<file path="config.mk">
export PLATFORM = sky130hd
export DESIGN_NAME = operand_b_pipe
export DESIGN_NICKNAME = d
export VERILOG_FILES = /design/src/rtl/operand_b_pipe.sv
export SDC_FILE = /design/constraint.sdc
export NUM_CORES = 1
export LEC_CHECK = 0
export CAP_MARGIN = 40
export CELL_PAD_IN_SITES_DETAIL_PLACEMENT = 0
export CELL_PAD_IN_SITES_GLOBAL_PLACEMENT = 1
export CORE_MARGIN = 2
export CORE_UTILIZATION = 24
export CTS_CLUSTER_SIZE = 28
export DETAILED_ROUTE_END_ITERATION = 10
export GPL_TIMING_DRIVEN = 0
export PLACE_DENSITY_LB_ADDON = 0.1
export SLEW_MARGIN = 20
export SYNTH_ARGS = -nofsm -noshare
export SYNTH_HDL_FRONTEND = slang
export SYNTH_SLANG_ARGS = --single-unit
</file>
<file path="constraint.sdc">
create_clock -name clk -period 1.7 [get_ports clk]
set_input_delay 0.255 -clock clk [delete_from_list [all_inputs] [get_ports clk]]
set_output_delay 0.255 -clock clk [all_outputs]
set_load 0.01 [all_outputs]
</file>
<file path="src/rtl/operand_b_pipe.sv">
// operand_b_pipe: registered ALU B-operand selector.
// Picks a source slot or the PC-increment constant, applies an immediate
// transform, and holds the result in an output register backed by a one-entry
// skid register so the ALU can stall without losing an accepted operand.
module operand_b_pipe #(
    parameter int DATA_W    = 32,
    parameter int N_SRC     = 8,
    parameter int SEL_W     = 3,
    parameter int CONST_IDX = 1,
    parameter int CONST_VAL = 4,
    parameter int IMM_W     = 16
) (
    input  logic                    clk,
    input  logic                    reset,
    input  logic                    in_valid,
    output logic                    in_ready,
    input  logic [SEL_W-1:0]        sel,
    input  logic [1:0]              mode,
    input  logic [N_SRC*DATA_W-1:0] src_bus,
    output logic                    out_valid,
    input  logic                    out_ready,
    output logic [DATA_W-1:0]       out_data,
    input  logic                    err_clr,
    output logic                    sel_err
);

    typedef enum logic [1:0] {
        EMPTY = 2'd0,
        ONE   = 2'd1,
        FULL  = 2'd2
    } state_t;

    state_t              state;
    logic                live;
    logic [DATA_W-1:0]   skid_data;
    logic [DATA_W-1:0]   picked;
    logic [DATA_W-1:0]   operand;
    logic [IMM_W-1:0]    imm;
    logic                sel_oob;
    logic                accept;
    logic                pop;

    // Handshake decode; in_ready comes from registers only, never from out_ready.
    assign in_ready = live && (state != FULL);
    assign accept   = in_valid && in_ready;
    assign pop      = out_valid && out_ready;
    assign sel_oob  = (int'(sel) >= N_SRC);

    // Source selection: the constant slot overrides its bus word, out-of-range gives zero.
    always_comb begin
        // NOTE: every always_comb output gets a default first so no path can infer a latch.
        picked = '0;
        for (int k = 0; k < N_SRC; k++) begin
            if (sel == SEL_W'(k)) picked = src_bus[k*DATA_W +: DATA_W];
        end
        if (sel == SEL_W'(CONST_IDX)) picked = DATA_W'(CONST_VAL);
    end

    // Immediate transform on the low IMM_W bits; the shift drops bits off the top.
    always_comb begin
        imm     = picked[IMM_W-1:0];
        operand = picked;
        case (mode)
            2'b00: operand = picked;
            2'b01: operand = {{(DATA_W-IMM_W){imm[IMM_W-1]}}, imm};
            2'b10: operand = {{(DATA_W-IMM_W-2){imm[IMM_W-1]}}, imm, 2'b00};
            2'b11: operand = {{(DATA_W-IMM_W){1'b0}}, imm};
            default: operand = picked;
        endcase
    end

    // Ready qualifier: stays low during reset and rises on the first clock after release.
    always_ff @(posedge clk or negedge reset) begin
        // NOTE: state is written with non-blocking assignments so every register samples pre-edge values.
        if (!reset) live <= 1'b0;
        else        live <= 1'b1;
    end

    // Output/skid state machine.
    always_ff @(posedge clk or negedge reset) begin
        if (!reset) begin
            // NOTE: the data registers are reset too, so a reset mid-transfer leaves no stale operand visible.
            state     <= EMPTY;
            out_valid <= 1'b0;
            out_data  <= '0;
            skid_data <= '0;
        end else begin
            case (state)
                EMPTY: begin
                    if (accept) begin
                        out_data  <= operand;
                        out_valid <= 1'b1;
                        state     <= ONE;
                    end
                end
                ONE: begin
                    if (pop && accept) begin
                        out_data <= operand;
                    end else if (pop) begin
                        out_valid <= 1'b0;
                        state     <= EMPTY;
                    end else if (accept) begin
                        skid_data <= operand;
                        state     <= FULL;
                    end
                end
                FULL: begin
                    if (pop) begin
                        out_data <= skid_data;
                        state    <= ONE;
                    end
                end
                default: begin
                    out_valid <= 1'b0;
                    state     <= EMPTY;
                end
            endcase
        end
    end

    // Sticky selector error; a new error in the same cycle as a clear wins.
    always_ff @(posedge clk or negedge reset) begin
        if (!reset)                  sel_err <= 1'b0;
        else if (accept && sel_oob)  sel_err <= 1'b1;
        else if (err_clr)            sel_err <= 1'b0;
    end

endmodule

</file>
==> impl_metrics.yaml <==
outcome:
  status: "finished with violations"
  failed_checks: "negative setup slack"
cts:
  cts_tree: "yes"
  clk_path_buf_depth: 2
  cts_buffers: 9
  clockRootBuffer: "clkbuf_16"
  cts.sinks: 68
  clk_pin_slew_ns: 0.05
  worstSkewPairLatency_ns: 0.34
  htreeDepth: 3
drt:
  ant_nets: 0
  drc: 0
  wl_microns: 25500
  viasPerCell: 5.03
  drt_iter0_drc: 251
  wire_per_inst_microns: 20.8
  dr.pass1.iters: 5
  num_vias: 6172
logic_synthesis:
  syn_area_sq_um: 5150
  synth.yosys.seq_area_share: 0.330
  ys_ff_latch: 68
  yosys.area_share.adder: 0
  syn-num-nets: 915
  synth_compound_area_frac: 0.310
  avgSynthCellArea_sq_um: 7.94
  yosysWarnings: 0
  synthMuxAreaShare: 0.115
  yosys.area_share.simple: 0.173
  synth_top_family_by_area: "compound AO/OA/AOI/OAI gates"
  synthCells: 649
  async_reset_ff_frac: 1.00
  synth_enable_flop_cells: 0
  synth_area_leader_cell: "dfrtp_1"
  yosysTopAreaCellShare: 0.330
  synthXorXnorAreaFrac: 0
  synth_top_flop_cell: "dfrtp_1"
  yosys-top-cells-area: "dfrtp_1 33%, a21oi_1 9.1%, o21ai_0 6.6%"
  yosysUniqueCellTypes: 56
worst_hold_path:
  min_path_type: "primary input to async pin"
worst_setup_path:
  crit_path_start: "state[1]"
  path_max_fanout: 6
  rr_worst_depth: 8
  required_ns: 1.92
  timing.rr.end: "out_data[26]"
  cp.arrival_ns: 1.97
  critPathLaunchType: "flop"
  rr_startpoint: "state[1]"
  endpoint_kind: "flop"
  r2r_slack_ns: -0.05
  crit_type: "flop to flop"
die:
  die_area_sq_um: 22600
  std_cell_rows: 53
  io_pins: 301
  die_y_microns: 150
  dieWidth_microns: 150
  core_sq_um: 21000
  start_util: 0.245
global_routing:
  grt_util_all_layers: 0.222
  grt_pass1_vias: 6346
  grt_max_degree: 53
  grt_first_pass_wirelength_microns: 37500
  overflow: 0
  antenna_found_initial: 2
placement:
  hpwl_microns: 19900
  preCtsSetupSlack_ns: -1.24
  port_buffers: 266
  place_congestion: 0.840
timing:
  whs_ns: 0.336
  worst_pin_slew_ns: 0.500
  slew_violations: 0
  relSlewSlack: 0.666
  period_minus_slack_ns: 1.75
  fmax_ghz: 0.572
  rsz0062_at_grt: "yes"
  timing.final.crit_share: 1.03
  setup_ws_ns: -0.0486
  finalClockSkew_ns: 0.00430
  setup-violations-final: 4
  hold_viol_final: 0
layout:
  area_growth_pct: 84.3
  nFillCells: 2080
  layout_commonest_cell: "clkdlybuf4s50_1"
  nets: 1212
  final_cell_mix: "254 x clkdlybuf4s50_1, 76 x a21oi_1, 73 x nand2_1"
  drive_gt1_frac: 0.224
power:
  powerDensity_nw_per_um2: 958
  p_leak_nw: 3.71
  peakVddDrop_uv: 603
job:
  drv_cap: 0
[state kept, by name, indices dropped and copies added (netlist names)]
signal and flops:
skid_data 32, out_data 32, state 2, out_valid 1, live 1
[area by class of cell]
cell class / instances / area, sq um / area share
timing repair buffer: 290 / 2950 / 0.311
antenna: 2 / 5.00 / 0.000527
buffer: 59 / 515 / 0.0543
clock buffer: 16 / 302 / 0.0318
inverter: 4 / 15.0 / 0.00158
sequential: 68 / 1700 / 0.180
multi-input combinational: 514 / 3650 / 0.385
tap: 275 / 344 / 0.0363
[synthesized netlist by cell type (all sizes together) (3+ instances only)]
cell type,number
dfrtp,68
mux2,22
a221oi,18
clkbuf,32
o21ai,89
or3b,4
a211oi,3
o22a,9
mux2i,32
o211ai,8
a22oi,3
a21o,3
and2,5
nand3,18
o22ai,6
buf,31
nand2b,5
a31oi,17
nor2,40
a21boi,3
inv,4
or3,29
nor3,3
o221ai,3
nand2,77
a21oi,96
[cell families after synthesis]
group                  after synthesis
AO/OA/AOI/OAI                      267
buffers and inverters               67
flip-flops                          68
multiplexers                        55
other                                2
AND/OR/NAND/NOR                    190
[timing repair]
action,CTS,global route
endpoints found under the setup margin,66,62
buffers inserted,10,8
hold endpoints to repair,16,0
pin swaps,22,12
hold buffers,1,0
gates resized for setup,163,87
gates cloned,1,3
[per-layer routing]
metal | track usage | wire [microns] | vias to the layer above
met5 | 0 | 0 | -
met4 | 0.0406 | 342 | 0
met3 | 0.0485 | 1550 | 20
met2 | 0.388 | 12700 | 202
met1 | 0.283 | 10900 | 2944
li1 | - | - | 3006
[worst max-delay path, cell delays in order (launching register included)]
cell       delay [ns]
dfrtp_2          0.44
buf_6            0.13
nor3_4           0.21
a21oi_4          0.06
buf_12           0.14
clkbuf_16        0.14
or3_4            0.38
o21ai_2          0.06
a21oi_1          0.05
[worst max-delay path by stage]
stage	to	slack [ns]	cells after the start
2_1_floorplan	out_data[31]	0.07	7
3_5_place_dp	out_data[2]	-1.24	8
6_report	out_data[26]	-0.05	8
5_1_grt	out_data[26]	-0.1	8
3_3_place_gp	out_data[25]	-2.12	1
4_1_cts	skid_data[7]	-0.005	10
[where the power goes]
group / switching, mW / internal (mW) / leakage, nW
sequential: 0.495 / 2.40 / 0.817
combinational: 1.95 / 2.37 / 2.75
clock: 0.683 / 1.19 / 0.149
total: 3.13 / 5.96 / 3.71
[metrics by stage]
step | cells | util | cell area (sq um) | TNS (ns) | total power, mW
after floorplan | 649 | - | 5150 | 0 | 4.41
after global placement | 1190 | 0.388 | 8160 | -205.31 | 6.45
after detailed placement | 1191 | 0.389 | 8190 | -61.05 | 6.47
after CTS | 1215 | 0.435 | 9140 | -0.00541 | 8.79
after global routing | 1228 | 0.451 | 9490 | -1.90 | 9.67
final | 1228 | 0.451 | 9490 | -0.0649 | 9.09
Power figures use the tool's default switching activity.
